[src/rtl/mm_port_bank.sv]
`default_nettype none
// ============================================================================
// Module   : mm_port_bank
// Purpose  : Memory-mapped bank of PORT_COUNT one-word buffered I/O ports.
//            Sits behind the address decode/translate stage. Thread reads
//            drain the inbound buffer of the addressed port, and thread
//            writes fill its outbound buffer. An access to an empty inbound
//            or a full outbound buffer raises a same-cycle stall so the
//            pipeline can annul and retry the instruction.
// Ports    : clock, reset_n          - clock, async active-low reset
//            in_range, port_address  - decoder hit and zero-based port index
//            read_enable/write_enable/write_data - thread request
//            read_data/read_valid    - registered read response (1-cycle pulse)
//            stall, stall_count      - combinational stall, saturating count
//            port_in_*               - inbound valid/ready channel per port
//            port_out_*              - outbound valid/ready channel per port
// Revision : 1.0 - initial release
// ============================================================================
module mm_port_bank #(
  parameter int PORT_COUNT        = 4,
  parameter int PORT_ADDR_WIDTH   = 2,
  parameter int WORD_WIDTH        = 36,
  parameter int STALL_COUNT_WIDTH = 16
) (
  input  logic                             clock,
  input  logic                             reset_n,
  input  logic                             in_range,
  input  logic [PORT_ADDR_WIDTH-1:0]       port_address,
  input  logic                             read_enable,
  input  logic                             write_enable,
  input  logic [WORD_WIDTH-1:0]            write_data,
  output logic [WORD_WIDTH-1:0]            read_data,
  output logic                             read_valid,
  output logic                             stall,
  output logic [STALL_COUNT_WIDTH-1:0]     stall_count,
  input  logic [PORT_COUNT*WORD_WIDTH-1:0] port_in_data,
  input  logic [PORT_COUNT-1:0]            port_in_valid,
  output logic [PORT_COUNT-1:0]            port_in_ready,
  output logic [PORT_COUNT*WORD_WIDTH-1:0] port_out_data,
  output logic [PORT_COUNT-1:0]            port_out_valid,
  input  logic [PORT_COUNT-1:0]            port_out_ready
);

  // --------------------------------------------------------------------------
  // State
  // --------------------------------------------------------------------------
  logic [WORD_WIDTH-1:0]        in_buf_q  [PORT_COUNT];
  logic [WORD_WIDTH-1:0]        in_buf_d  [PORT_COUNT];
  logic [WORD_WIDTH-1:0]        out_buf_q [PORT_COUNT];
  logic [WORD_WIDTH-1:0]        out_buf_d [PORT_COUNT];
  logic [PORT_COUNT-1:0]        in_full_q;
  logic [PORT_COUNT-1:0]        in_full_d;
  logic [PORT_COUNT-1:0]        out_full_q;
  logic [PORT_COUNT-1:0]        out_full_d;
  logic [WORD_WIDTH-1:0]        read_data_q;
  logic [WORD_WIDTH-1:0]        read_data_d;
  logic                         read_valid_q;
  logic                         read_valid_d;
  logic [STALL_COUNT_WIDTH-1:0] stall_count_q;
  logic [STALL_COUNT_WIDTH-1:0] stall_count_d;

  // --------------------------------------------------------------------------
  // Per-port combinational terms
  // --------------------------------------------------------------------------
  logic [PORT_COUNT-1:0] port_sel;    // access is live and targets port p
  logic [PORT_COUNT-1:0] rd_take;     // thread read completes on port p
  logic [PORT_COUNT-1:0] wr_take;     // thread write completes on port p
  logic [PORT_COUNT-1:0] in_accept;   // inbound handshake on port p
  logic [PORT_COUNT-1:0] out_drain;   // outbound handshake on port p

  logic read_stall;
  logic write_stall;
  logic [WORD_WIDTH-1:0] rd_word;

  // The per-port decode doubles as the range check: an index at or beyond
  // PORT_COUNT matches no port, so the access is simply ignored.
  genvar p;
  generate
    for (p = 0; p < PORT_COUNT; p++) begin : g_port
      assign port_sel[p]  = in_range && (port_address == PORT_ADDR_WIDTH'(p));
      assign rd_take[p]   = read_enable  && port_sel[p] &&  in_full_q[p];
      assign wr_take[p]   = write_enable && port_sel[p] && !out_full_q[p];
      assign in_accept[p] = port_in_valid[p]  && !in_full_q[p];
      assign out_drain[p] = port_out_ready[p] &&  out_full_q[p];

      assign port_in_ready[p]                          = !in_full_q[p];
      assign port_out_valid[p]                         = out_full_q[p];
      assign port_out_data[p*WORD_WIDTH +: WORD_WIDTH] = out_buf_q[p];

      // Fill and drain of one buffer need opposite flag values, so they can
      // never coincide on the same port and need no priority.
      always_comb begin
        in_full_d[p] = in_full_q[p];
        in_buf_d[p]  = in_buf_q[p];
        if (in_accept[p]) begin
          in_full_d[p] = 1'b1;
          in_buf_d[p]  = port_in_data[p*WORD_WIDTH +: WORD_WIDTH];
        end else if (rd_take[p]) begin
          in_full_d[p] = 1'b0;
        end
      end

      // out_buf keeps its last word after the drain; only the flag clears.
      always_comb begin
        out_full_d[p] = out_full_q[p];
        out_buf_d[p]  = out_buf_q[p];
        if (wr_take[p]) begin
          out_full_d[p] = 1'b1;
          out_buf_d[p]  = write_data;
        end else if (out_drain[p]) begin
          out_full_d[p] = 1'b0;
        end
      end
    end
  endgenerate

  // Stall looks only at registered flags, never at the port handshakes, so a
  // same-cycle fill or drain does not rescue the access.
  assign read_stall  = read_enable  && |(port_sel & ~in_full_q);
  assign write_stall = write_enable && |(port_sel &  out_full_q);
  assign stall       = read_stall || write_stall;

  // At most one port_sel bit is set, so an OR-mux is sufficient.
  always_comb begin
    rd_word = '0;
    for (int i = 0; i < PORT_COUNT; i++) begin
      if (port_sel[i]) begin
        rd_word = rd_word | in_buf_q[i];
      end
    end
  end

  // read_data holds its last value between reads.
  always_comb begin
    read_data_d  = read_data_q;
    read_valid_d = |rd_take;
    if (|rd_take) begin
      read_data_d = rd_word;
    end
  end

  always_comb begin
    stall_count_d = stall_count_q;
    if (stall && (stall_count_q != {STALL_COUNT_WIDTH{1'b1}})) begin
      stall_count_d = stall_count_q + 1'b1;
    end
  end

  // --------------------------------------------------------------------------
  // Registers
  // --------------------------------------------------------------------------
  always_ff @(posedge clock or negedge reset_n) begin
    if (!reset_n) begin
      in_full_q     <= '0;
      out_full_q    <= '0;
      read_data_q   <= '0;
      read_valid_q  <= 1'b0;
      stall_count_q <= '0;
      for (int i = 0; i < PORT_COUNT; i++) begin
        in_buf_q[i]  <= '0;
        out_buf_q[i] <= '0;
      end
    end else begin
      in_full_q     <= in_full_d;
      out_full_q    <= out_full_d;
      read_data_q   <= read_data_d;
      read_valid_q  <= read_valid_d;
      stall_count_q <= stall_count_d;
      for (int i = 0; i < PORT_COUNT; i++) begin
        in_buf_q[i]  <= in_buf_d[i];
        out_buf_q[i] <= out_buf_d[i];
      end
    end
  end

  assign read_data   = read_data_q;
  assign read_valid  = read_valid_q;
  assign stall_count = stall_count_q;

endmodule
`default_nettype wire
[config.mk]
export PLATFORM = sky130hd
export DESIGN_NAME = mm_port_bank
export DESIGN_NICKNAME = d
export VERILOG_FILES = /design/src/rtl/mm_port_bank.sv
export SDC_FILE = /design/constraint.sdc
export NUM_CORES = 1
export LEC_CHECK = 0
export ABC_AREA = 1
export ABC_CLOCK_PERIOD_IN_PS = 2160
export BUFFER_PORTS_ARGS = -buffer_cell sky130_fd_sc_hd__buf_2
export CORE_MARGIN = 2
export CORE_UTILIZATION = 33
export CTS_BUF_LIST = sky130_fd_sc_hd__clkbuf_8
export CTS_CLUSTER_DIAMETER = 100
export DETAILED_ROUTE_END_ITERATION = 16
export GPL_TIMING_DRIVEN = 0
export PLACE_DENSITY_LB_ADDON = 0.15
export SLEW_MARGIN = 20
export SYNTH_ARGS = -nofsm -noshare
export SYNTH_HDL_FRONTEND = slang
export SYNTH_SLANG_ARGS = --single-unit
[constraint.sdc]
create_clock -name clock -period 2.16 [get_ports clock]
set_input_delay 0.108 -clock clock [delete_from_list [all_inputs] [get_ports clock]]
set_output_delay 0.108 -clock clock [all_outputs]
set_load 0.01 [all_outputs]
==> results.md <==
* Outcome: complete, no violations
* Leak pwr at 10.3 nW
* Tmin final at 2.00 ns
* Post-synthesis cell type count at 31
* CTS root buffer: clkbuf_8
* Critical Path RT at 2.05 ns
* Largest delay contributor family on the critical path: buffers and inverters
* Final GP Congestion at 0.828
* Post-Synthesis Cells at 1,396
* IO Pins at 401
* Vias at 12,600
* Clock Latency Late Sink at 0.67 ns
* GRT Resource Usage Total at 21.9%
* Initial Utilization at 33.3%
* Pwr per Cell Area at roughly 1000 nW/um2
* GRT overflow at 0
* Final Hold Viols at 0
* Avg Vias per Cell at between 4 and 5
* Slew Viols, Final at 0
* CTS clk-pin slew, worst paths at 0.06 ns
* Detailed Route Iter0 Violations at 623
* Mapped Area at 14,300 um2
* RSZ-0062 raised after global routing: false
* Number of buffers created by CTS at 61
* TritonCTS clock tree: built
* HPWL after detailed placement at 34,600 um
* Setup TNS after final layout at 0 ns
* Crit. End Element: primary output
* Total Nets Final at 2,254
* Initial antenna violation count at 6
* Die W at 212 um
* Die ar. at 44,900 um2
* Worst hold slack at 0.0353 ns
* Largest net degree at the start of global routing at 91
* Least-Margin Pin Slew at approximately 0.77 ns
* Core area at 42,900 um2
* Worst Skew at 0.0301 ns
* Final ANT Viol Nets at 0
* Cell breakdown of the critical path: dlygate4sd3_1 -> buf_2 -> inv_2 -> nand3_1 -> nor2_1 -> nor2_1 -> nand2_1 -> nand2_1 -> nand2_4 -> buf_4 -> buf_2
* CTS H-Tree Depth at 2
* VDD IR max at ~600 uV
* Final worst-path cycle share at 92.8%
* Max Clock Freq at 499 MHz
* Share of post-route cells with drive strength above 1 at 30.9%
* Worst-path fanout max at 10
* Crit path largest cell delay at 0.55 ns
* Syn. warnings at 0
* Cell Rows at 76
* WP data arrival at 1.90 ns
* Worst setup path class: in -> out
* Syn_nets at 1,592
* CP max-delay cell: dlygate4sd3_1
* Area grow syn2layout at 42.5%
* Hold Path Class: in -> reg
* Final wirelength at around 50,000 um
* First-pass GRT wire length at 75,400 um
* Buffers & Inverters on Critical Path at 5
* IO buf count at between 300 and 400
* Max-cap viol count at 0
* Seq/Total Area, Yosys at around three fifths
* Normalized max-slew margin at 49.0%
* Setup-failing EPs final at 0
* Drt first pass iters at 5
* Post-route DRC violation count at 0
* CP Launch Type: input port
* Routed len/inst at 18.2 um
* Mapped Avg Cell Area at 10.2 um2
* Seq cells post-synth at 349
* CTS max path bufs at 3
* Vias in the first global route at 13,000
* Clk sinks at 349
* Die height at 212 um
==> power breakdown <==
part,switching [mW],internal [mW]
combinational,2.90,2.56
clock,2.84,3.15
sequential,1.11,8.66
total,6.86,14.4
==> placed cells by master, fill, tap and decap left out, drive strengths merged, types with 35 or more instances in the layout <==
cell / n
a21oi: 38
buf: 439
clkbuf: 119
dfrtp: 349
dlygate4sd3: 192
inv: 127
mux2: 107
nand2: 352
nand3: 99
nor2: 60
o2111ai: 35
o21ai: 155
==> synthesized netlist by cell type <==
cell	number	area, um2
buf_2	20	100
nor3_1	3	15.0
buf_1	6	22.5
nand2_4	2	22.5
clkbuf_1	43	161
nor3_2	5	50.1
mux2_2	107	1200
o21ai_2	1	8.76
nand4_1	5	31.3
nand4_2	1	12.5
nand3_1	95	475
nand3_2	4	40.0
o21ai_0	84	420
dfrtp_1	349	8730
clkbuf_2	1	5.00
a21oi_1	38	190
nor2_1	57	214
o21ai_1	70	350
buf_6	3	33.8
buf_8	1	15.0
ha_1	1	12.5
nand2_2	1	6.26
o2111ai_1	35	307
xnor2_1	5	43.8
xor2_1	6	52.6
inv_1	93	349
nor2_4	3	33.8
buf_4	2	15.0
nand2_1	349	1310
inv_2	5	18.8
o21bai_1	1	7.51
==> worst reg2reg max path, stage by stage, from the launching register on <==
cell,delay [ns]
dfrtp_1,0.45
ha_1,0.25
nand3_2,0.16
nor2_4,0.17
nand2_1,0.11
nor2_1,0.13
nand2_2,0.15
buf_2,0.24
nand3_1,0.11
nand2_1,0.05
==> sequential cells by signal (all words and copies together), names as in the netlist <==
signal / cells
read_data: 36
read_valid: 1
stall_count: 16
port_out_data: 144
in_buf_q: 144
in_full_q: 4
port_out_valid: 4
==> through the flow <==
stage | std cells | cell area, um2 | power (mW) | util, % | setup slack, ns
4_1_cts | 2692 | 20300 | 21.4 | 47.3 | 0.00246
2_1_floorplan | 1396 | 14300 | 12.6 | - | 0.495
3_3_place_gp | 2380 | 17000 | 14.9 | 39.6 | -6.10
5_1_grt | 2699 | 20300 | 22.5 | 47.4 | 0.0393
3_5_place_dp | 2384 | 17100 | 15.1 | 39.9 | 0.228
6_report | 2700 | 20300 | 21.2 | 47.4 | 0.156
==> routing by layer <==
layer  vias to the layer above  part of all wire, %  track usage, %
met3                        91                  6.8            5.49
met1                      6130                   42            27.9
met5                         -                0.063               0
met4                         4                  3.0            7.94
met2                       405                   48            36.2
li1                       5981                    -               -
==> path summary, 6_finish.rpt <==
path	startpoint	endpoint	slack (ns)	depth (start not counted)
max	port_address[0]	stall	0.16	11
min	in_range	read_data[35]$_DFFE_PN0P_	0.04	5
max reg2reg	stall_count[0]$_DFFE_PN0P_	stall_count[3]$_DFFE_PN0P_	0.24	9
min reg2reg	port_out_data[71]$_DFFE_PN0P_	port_out_data[71]$_DFFE_PN0P_	0.47	2
max in group asynchronous	reset_n	in_buf_q[87]$_DFFE_PN0P_	0.38	6
min in group asynchronous	reset_n	port_out_data[122]$_DFFE_PN0P_	0.50	4
==> what timing repair did <==
action,in CTS,in global routing
endpoints found under the hold margin,404,0
endpoints found under the setup margin,0,1
hold buffers,193,0
resized for setup,0,5
buffers inserted,0,3
==> final cells by class <==
| type | count | area [um2] |
|---|---|---|
| fillers | 4216 | 22600 |
| flip-flops and latches | 349 | 8730 |
| multi-input cells | 873 | 4810 |
| repair buffers | 599 | 4080 |
| clock buffers | 75 | 1030 |
| well taps | 585 | 732 |
| inverters | 98 | 368 |
| plain buffers | 76 | 359 |
| clock inverters | 40 | 188 |
| diodes | 5 | 12.5 |
==> kinds of logic after synthesis <==
group                      Yosys count  share of synthesized area, %
muxes                              107                          8.45
and+or+nand+nor                    525                          15.5
buffers and inverters              174                          5.05
xor gates and xnor gates            11                         0.675
AOI/OAI and AO/OA                  229                          9.00
adders and majority gates            1                        0.0877
DFF                                349                          61.2
Power figures use the tool's default switching activity.
